==> src/rtl/hbm_vect_ldst.sv <==
// hbm_vect_ldst: turns the per-element vector load/store stream into AXI
// AR / AW / W beats, returns read data to the vector RF in issue order and
// back-pressures the auto-increment stage through a combinational stall.
module hbm_vect_ldst #(
  parameter int DEPTH_OUTST   = 8,
  parameter int dwidth_RFadd  = 5,
  parameter int dwidth_HBMadd = 32,
  parameter int dwidth_int    = 32
) (
  input  logic                     clk,
  input  logic                     rst,
  input  logic                     elem_valid,
  input  logic                     elem_is_load,
  input  logic [dwidth_HBMadd-1:0] elem_haddr,
  input  logic [dwidth_RFadd-1:0]  elem_rfaddr,
  input  logic [dwidth_int-1:0]    elem_wdata,
  output logic                     stall,
  output logic                     arvalid,
  output logic [dwidth_HBMadd-1:0] araddr,
  input  logic                     arready,
  input  logic                     rvalid,
  input  logic [dwidth_int-1:0]    rdata,
  output logic                     rready,
  output logic                     awvalid,
  output logic [dwidth_HBMadd-1:0] awaddr,
  input  logic                     awready,
  output logic                     wvalid,
  output logic [dwidth_int-1:0]    wdata,
  input  logic                     wready,
  input  logic                     bvalid,
  output logic                     bready,
  output logic                     wen_RF,
  output logic [dwidth_RFadd-1:0]  waddr_RF,
  output logic [dwidth_int-1:0]    wrdata_RF,
  output logic                     idle,
  output logic                     err
);

  localparam int PW = (DEPTH_OUTST > 1) ? $clog2(DEPTH_OUTST) : 1;
  localparam int CW = PW + 1;

  logic [CW-1:0]           load_cnt, store_cnt;
  logic [PW-1:0]           wr_ptr, rd_ptr;
  logic [dwidth_RFadd-1:0] tag_mem [DEPTH_OUTST];

  logic ld_acc, st_acc, r_pop, b_ok;

  // Accept decisions use counts before any same-cycle response, so a full
  // queue only frees a slot on the cycle after the response arrives.
  assign ld_acc = elem_valid & elem_is_load & ~(arvalid & ~arready) &
                  (load_cnt < CW'(DEPTH_OUTST));
  assign st_acc = elem_valid & ~elem_is_load & ~(awvalid & ~awready) &
                  ~(wvalid & ~wready) & (store_cnt < CW'(DEPTH_OUTST));
  assign stall  = elem_valid & ~(ld_acc | st_acc);

  // Responses with nothing outstanding are flagged, never consumed.
  assign r_pop  = rvalid & (load_cnt != '0);
  assign b_ok   = bvalid & (store_cnt != '0);

  assign rready = 1'b1;
  assign bready = 1'b1;
  assign idle   = ~arvalid & ~awvalid & ~wvalid &
                  (load_cnt == '0) & (store_cnt == '0);

  // AR channel: hold address until handshake, reload back-to-back on accept.
  always_ff @(posedge clk) begin
    if (rst) begin
      arvalid <= 1'b0;
      araddr  <= '0;
    end else if (ld_acc) begin
      arvalid <= 1'b1;
      araddr  <= elem_haddr;
    end else if (arready) begin
      arvalid <= 1'b0;
    end
  end

  // AW and W channels are loaded together but drain independently.
  always_ff @(posedge clk) begin
    if (rst) begin
      awvalid <= 1'b0;
      awaddr  <= '0;
      wvalid  <= 1'b0;
      wdata   <= '0;
    end else if (st_acc) begin
      awvalid <= 1'b1;
      awaddr  <= elem_haddr;
      wvalid  <= 1'b1;
      wdata   <= elem_wdata;
    end else begin
      if (awready) awvalid <= 1'b0;
      if (wready)  wvalid  <= 1'b0;
    end
  end

  // Tag FIFO storage; pointers alone define occupancy so no reset needed.
  always_ff @(posedge clk) begin
    if (ld_acc) tag_mem[wr_ptr] <= elem_rfaddr;
  end

  // Tag FIFO pointers wrap naturally at the power-of-2 depth.
  always_ff @(posedge clk) begin
    if (rst) begin
      wr_ptr <= '0;
      rd_ptr <= '0;
    end else begin
      if (ld_acc) wr_ptr <= wr_ptr + PW'(1);
      if (r_pop)  rd_ptr <= rd_ptr + PW'(1);
    end
  end

  // Outstanding load / store counters; simultaneous inc and dec cancel.
  always_ff @(posedge clk) begin
    if (rst) begin
      load_cnt  <= '0;
      store_cnt <= '0;
    end else begin
      case ({ld_acc, r_pop})
        2'b10:   load_cnt <= load_cnt + CW'(1);
        2'b01:   load_cnt <= load_cnt - CW'(1);
        default: load_cnt <= load_cnt;
      endcase
      case ({st_acc, b_ok})
        2'b10:   store_cnt <= store_cnt + CW'(1);
        2'b01:   store_cnt <= store_cnt - CW'(1);
        default: store_cnt <= store_cnt;
      endcase
    end
  end

  // RF write-back: one-cycle pulse per R beat, tag taken from FIFO head.
  always_ff @(posedge clk) begin
    if (rst) begin
      wen_RF    <= 1'b0;
      waddr_RF  <= '0;
      wrdata_RF <= '0;
    end else begin
      wen_RF <= r_pop;
      if (r_pop) begin
        waddr_RF  <= tag_mem[rd_ptr];
        wrdata_RF <= rdata;
      end
    end
  end

  // Sticky protocol error for responses without a matching request.
  always_ff @(posedge clk) begin
    if (rst)
      err <= 1'b0;
    else if ((rvalid & ~r_pop) | (bvalid & ~b_ok))
      err <= 1'b1;
  end

endmodule
==> config.mk <==
export PLATFORM = sky130hd
export DESIGN_NAME = hbm_vect_ldst
export DESIGN_NICKNAME = d
export VERILOG_FILES = /design/src/rtl/hbm_vect_ldst.sv
export SDC_FILE = /design/constraint.sdc
export NUM_CORES = 1
export LEC_CHECK = 0
export ABC_AREA = 0
export ABC_CLOCK_PERIOD_IN_PS = 4700
export CAP_MARGIN = 0
export CORE_MARGIN = 3
export CORE_UTILIZATION = 35
export DETAILED_ROUTE_END_ITERATION = 8
export SYNTH_ARGS = -nofsm -noshare
export SYNTH_HDL_FRONTEND = slang
export SYNTH_SLANG_ARGS = --single-unit
==> constraint.sdc <==
create_clock -name clk -period 4.7 [get_ports clk]
set_input_delay 0.47 -clock clk [delete_from_list [all_inputs] [get_ports clk]]
set_output_delay 0.47 -clock clk [all_outputs]
set_load 0.02 [all_outputs]
==> summary.md, run 1 <==
| Metric | Value |
|---|---|
| Status | `finished, final reports clean` |
| Crit share post-route | `66.7%` |
| Num ports | `~250` |
| Initial antenna violation count | `0` |
| Die H | `approximately 150 um` |
| Site Rows | `just over 50` |
| # nets final | `between 1,000 and 1,500` |
| Power share of the clock group | `around 28%` |
| # diodes | `0` |
| Area of the die | `22,400 sq um` |
| Clock sinks | `about 190` |
| Leak | `3.59 nW` |
| Slew @ Worst Pin | `approximately 1.1 ns` |
| Sw Ratio | `32.5%` |
| Met2 usage | `26.9%` |
| Asr flop ratio synth | `0%` |
| Root buf cell | `clkbuf_16` |
| Flops & latches, synth | `about 190` |
| Pwr Density | `between 400 and 500 nW/um^2` |
| RSZ-0062 raised after global routing | `false` |
| Sequential power share | `42.1%` |
| Vias per cell | `~4.7` |
| Crit path launch type | `primary input` |
| Gp weighted congestion | `between 0.7 and 0.8` |
| GRT overflow | `0` |
| Worst Path Max Fanout | `40` |
| Setup Fix Bufs, Post-CTS | `0` |
| Sequential share of the synthesized area | `approximately three fifths` |
| Critical Path RT | `approximately 4.2 ns` |
| Routed wire length | `~20 mm` |
| Netlist cell types | `46` |
| Synth area leader | `dfxtp_1` |
| Total GRT Usage | `between 10% and 20%` |
| Synth top area cells | `dfxtp_1, edfxtp_1, nand2_1` |
| Vias post-DR | `between 5,000 and 6,000` |
| Final Max Tran Viols | `0` |
| PortBufs | `approximately 250` |
| Warnings, synthesis | `0` |
| Core area | `19,800 sq um` |
| Post-Syn Area | `7210 sq um` |
| Post-DP HPWL | `between 10 and 15 mm` |
| CTS resizes | `0` |
| Commonest cells in the synthesized netlist | `nand2_1, dfxtp_1, a21oi_1, edfxtp_1, clkbuf_1` |
| Slew HR | `a little over a quarter` |
| Maximum capacitance violations | `0` |
| Final Setup Violations | `0` |
| Setup TNS | `0 ns` |
| Number of global-route vias before repair | `around 5,800` |
| Die span in x | `approximately 150 um` |
| Logic pwr share | `between 20 and 30%` |
| Global-route met3 utilization | `just under 9%` |
| Ratio of cells with drive above 1 in the final layout | `around 8.1%` |
| DRT iter0 DRCs | `about 300` |
| DRC | `0` |
| CTS Buf Count | `17` |
| Power Total | `a little under 5 mW` |
| Peak supply drop | `between 0.2 and 0.25 mV` |
| Final Skew | `between 0.009 and 0.01 ns` |
| CTS Buffer Depth | `2` |
| Crit path DAT | `~2.7 ns` |
| CTS H-tree lvls | `4` |
| Min-Delay Path Class | `reg -> reg` |
| First-pass GRT wire length | `between 30 and 40 mm` |
| Largest net degree at the start of global routing | `80` |
| Count leader, synth | `nand2_1` |
| Detail Route Antenna Nets | `0` |
| Post-synth EDFFs | `40` |
| GR Layer Usage met1 | `a little over a fifth` |
| Clock latency on the worst-skew pair | `about 0.43 ns` |
| CP endpoint kind | `output port` |
| Register clock-pin slew on the reported worst setup and hold paths | `roughly 0.07 ns` |
| Max frequency | `between 0.3 and 0.4 GHz` |
| Synth top area share | `between 40% and 50%` |
| Starting Density | `approximately 36%` |
| Period minus WS final | `3.14 ns` |
| CTS tree | `yes` |
| Post-CTS Hold Fix Bufs | `0` |
| Endpoints failing hold | `0` |
| Ys flop type | `dfxtp_1` |
| Net Switching | `approximately 1.6 mW` |
| Avg Inst Size Synth | `~9.5 sq um` |
| Cell Int Power | `about 3.2 mW` |
| Area growth syn-to-layout | `43.2%` |
| Layer with the highest usage | `met2` |
| Per-cell routed wire length | `between 15 and 20 um` |
| Synthesized instance count | `between 700 and 800` |
| DRT Pass-1 Iters | `6` |
| Kind of critical path | `in -> out` |
cell usage in the layout (no fill, tap or decap), types with 3 or more instances in the layout:
cell type	n
dfxtp_1	152
nor3_2	5
clkinv_4	3
nand2_1	256
a21oi_1	128
o21ai_0	4
nor4_1	3
edfxtp_1	40
buf_4	7
nor2b_1	4
mux4_2	10
nor3_1	4
nand3_1	3
xor2_1	8
ha_1	8
clkbuf_16	17
nor2_1	19
nand2b_1	4
o22ai_1	5
inv_6	3
clkdlybuf4s50_1	248
clkbuf_1	3
nand2_2	10
a21oi_2	10
stage by stage:
step                hold WS, ns  instances  area, sq um  worst slack [ns]  util, %
global placement          0.440       1223         9780              1.51     49.3
finish                    0.452       1255        10300              1.56     52.0
CTS                       0.455       1255        10300              1.48     52.0
global route              0.471       1255        10300              1.40     52.0
detailed placement        0.445       1223         9780              1.49     49.3
floorplan                 0.493        757         7210              2.27        -
final timing paths:
path	start	end	slack (ns)	cells after the start
setup / recovery	elem_valid	stall	1.56	6
hold reg to reg	wrdata_RF[6]	wrdata_RF[6]	0.45	2
setup reg to reg	load_cnt[0]	load_cnt[2]	1.82	11
hold / removal	wrdata_RF[6]	wrdata_RF[6]	0.45	2
cell type report:
cell class	instances	area [sq um]
Clock buffer	22	464
Multi-Input combinational cell	508	2650
Sequential cell	192	4240
Inverter	3	18.8
Fill cell	1885	9520
Clock inverter	10	80.1
Timing Repair Buffer	255	2530
Tap cell	265	332
metal layers:
metal / part of all wire [%] / routed length (um)
met1: 43 / 8300
met2: 45 / 8710
met3: 12 / 2290
met4: 1.1 / 220
met5: 0 / 0
sequential cells by signal, indices dropped and copies added (netlist names), 3 cells and up:
signal and cells:
load_cnt 4, wdata 32, awaddr 32, tag_mem 40, wr_ptr 3, store_cnt 4, araddr 32, wrdata_RF 32
rd_ptr 3, waddr_RF 5
critical path, stage by stage:
cell and delay [ns]:
clkdlybuf4s50_1 0.47, and3b_1 0.22, and2_1 0.19, inv_4 0.37, and3_1 0.25, clkdlybuf4s50_1 0.69
cells by family (layout without fill, tap and decap cells):
| group | after synthesis | count (layout) | share of synthesized area, % |
|---|---|---|---|
| adder cells (fa/ha/maj) | 8 | 8 | 1.39 |
| buffers and inverters | 57 | 290 | 4.43 |
| AND/OR/NAND/NOR | 323 | 323 | 19.1 |
| multiplexers | 14 | 14 | 3.71 |
| AO/OA/AOI/OAI | 151 | 151 | 11.2 |
| flip-flops | 192 | 192 | 58.9 |
| XOR/XNOR | 10 | 10 | 1.21 |
| other | 1 | 2 | 0.0520 |
power groups by stage:
stage	Clock (mW)	Combinational, mW	Sequential (mW)
after global placement	0	1.45	2.06
after floorplan	0	0.778	2.21
after CTS	1.39	1.46	2.03
after detailed placement	0	1.45	2.06
final	1.35	1.43	2.02
after global routing	1.46	1.59	2.06
(Power assumes the default switching activity.)
==> inputs of run 2 (changes only) <==
- ABC_CLOCK_PERIOD_IN_PS: 4700 -> 2700
- PLACE_DENSITY: default -> 0.67
- clock period: 4.7 -> 2.7 ns (I/O delays scaled with it)
==> summary.md, run 2 (synthesis results as in run 1) <==
| Metric | Value |
|---|---|
| Status | `finished, final reports clean` |
| Root buf cell | `clkbuf_16` |
| First-pass GRT wire length | `29.8 mm (-3.8%)` |
| Hold slack | `0.352 ns (-0.100 ns)` |
| Vias post-DR | `5,934 (+1.3%)` |
| Clock latency on the worst-skew pair | `0.43 ns (about the same)` |
| Number of global-route vias before repair | `5,645 (-2.1%)` |
| CTS resizes | `0 (unchanged)` |
| Detail Route Antenna Nets | `0 (unchanged)` |
| Final core occ | `53.0% (+1.0 points)` |
| PortBufs | `249 (unchanged)` |
| CTS Buf Count | `17 (unchanged)` |
| Most frequent cells in the layout | `nand2_1, clkdlybuf4s50_1, dfxtp_1` |
| Total GRT Usage | `16.8% (-0.65 points)` |
| DRC | `0 (unchanged)` |
| Num ports | `252 (unchanged)` |
| Maximum capacitance violations | `0 (unchanged)` |
| Gp weighted congestion | `0.777 (+5.4%)` |
| Area of the die | `22,400 sq um (unchanged)` |
| Register with the most flip-flops | `tag_mem` |
| Slew HR | `51.9% (+25 points)` |
| Register clock-pin slew on the reported worst setup and hold paths | `0.07 ns (about the same)` |
| Vias per cell | `4.68 (+0.32%)` |
| Crit path launch type | `flop` |
| Peak supply drop | `0.431 mV (+85%)` |
| DRT Pass-1 Iters | `5 (-1)` |
| Crit share post-route | `a little over nine tenths` |
| Worst Path Max Fanout | `5 (-88%)` |
| Routed wire length | `19.1 mm (-2.0%)` |
| Max frequency | `0.391 GHz` |
| Setup TNS | `0 ns (unchanged)` |
| Clock sinks | `192 (unchanged)` |
| Ratio of cells with drive above 1 in the final layout | `9.28% (+1.2 points)` |
| Post-DP HPWL | `13.0 mm (-1.8%)` |
| Critical Path RT | `2.43 ns (-1.80 ns)` |
| Filler cell count | `1,782 (-5.5%)` |
| CTS tree | `yes` |
| DRT iter0 DRCs | `256 (-16%)` |
| Layout Cells excl Fill | `1,267 (+0.96%)` |
| Site Rows | `51 (unchanged)` |
| CTS Buffer Depth | `2 (unchanged)` |
| Largest net degree at the start of global routing | `65 (-19%)` |
| Largest register FFs | `40 (unchanged)` |
| Die span in x | `150 um (unchanged)` |
| Slew @ Worst Pin | `0.721 ns (-0.364 ns)` |
| # nets final | `1,108 (+1.2%)` |
| Per-cell routed wire length | `15.1 um (-2.9%)` |
| Area of the multi-input gates | `2650 sq um (unchanged)` |
| Core area | `19,800 sq um (unchanged)` |
| Crit path DAT | `2.29 ns (-0.38 ns)` |
| Final Max Tran Viols | `0 (unchanged)` |
| Endpoints failing hold | `0 (unchanged)` |
| GRT overflow | `0 (unchanged)` |
| Leak | `3.70 nW (+3.2%)` |
| Area growth syn-to-layout | `46.0%` |
| Period minus WS final | `2.56 ns` |
| Min-Delay Path Class | `in -> reg` |
| Commonest non-fill, non-tap cell in the layout | `nand2_1` |
| RSZ-0062 raised after global routing | `false` |
| CTS H-tree lvls | `4 (unchanged)` |
| Register area | `4240 sq um (unchanged)` |
| Dpl cells | `1,236 (+1.1%)` |
| Post-CTS Hold Fix Bufs | `0 (unchanged)` |
| Final Skew | `0.0115 ns (+0.00160 ns)` |
| Setup Fix Bufs, Post-CTS | `0 (unchanged)` |
| CP endpoint kind | `output port` |
| Final Setup Violations | `0 (unchanged)` |
| Starting Density | `36.3% (unchanged)` |
| Kind of critical path | `reg -> out` |
| Die H | `150 um (unchanged)` |
| Pwr Density | `826 nW/um^2 (+77%)` |
| Initial antenna violation count | `0 (unchanged)` |
| # diodes | `0 (unchanged)` |
run 2: changes by cell type in the layout (fill, tap and decap cells not counted):
cell / change
clkbuf_1: -1
clkinv_4: -2
bufinv_16: +1
clkbuf_16: +3
clkinv_2: -2
clkinvlp_4: -1
inv_6: +1
buf_12: +2
buf_4: +11
run 2: worst paths after layout:
path / from / depth (start not counted) / end / slack (ns)
hold reg to reg: awaddr[13] / 2 / awaddr[13] / 0.45
setup / recovery: store_cnt[0] / 5 / idle / 0.14
setup reg to reg: load_cnt[3] / 10 / load_cnt[2] / 0.42
hold / removal: rst / 2 / wen_RF / 0.35
run 2: critical path, stage by stage (launching register included):
cell	delay, ns
dfxtp_1	0.37
nor4_1	0.41
buf_4	0.18
nand2_1	0.06
nor4_1	0.20
clkdlybuf4s50_1	0.66
run 2: per-layer routing:
layer | vias up | global-route usage, % | routed length, um
li1 | 2975 | - | -
met1 | 2721 | 20.4 | 8080
met3 | 17 | 8.12 | 2010
met4 | 0 | 5.22 | 296
met5 | - | 0 | 0
met2 | 221 | 26.5 | 8740
run 2: where the power goes:
part	leakage, nW	total (mW)	internal [mW]	switching, mW
Clock	0.301	2.61	1.50	1.10
Combinational	1.80	2.56	1.18	1.37
Sequential	1.60	3.53	3.27	0.257
run 2: cell type report:
type,count,share of cell area [%]
inverters,3,0.178
flip-flops and latches,192,40.3
repair buffers,268,25.3
clock buffers,24,5.09
multi-input cells,508,25.2
well taps,265,3.15
clock inverters,7,0.797
run 2: through the flow:
stage / setup slack [ns] / total power, mW / cell area, sq um
after floorplan: 0.265 / 5.20 / 7210
after global placement: 0.182 / 6.16 / 9900
after detailed placement: 0.158 / 6.18 / 9900
after CTS: 0.101 / 8.81 / 10500
after global routing: 0.0118 / 9.19 / 10500
final: 0.142 / 8.69 / 10500
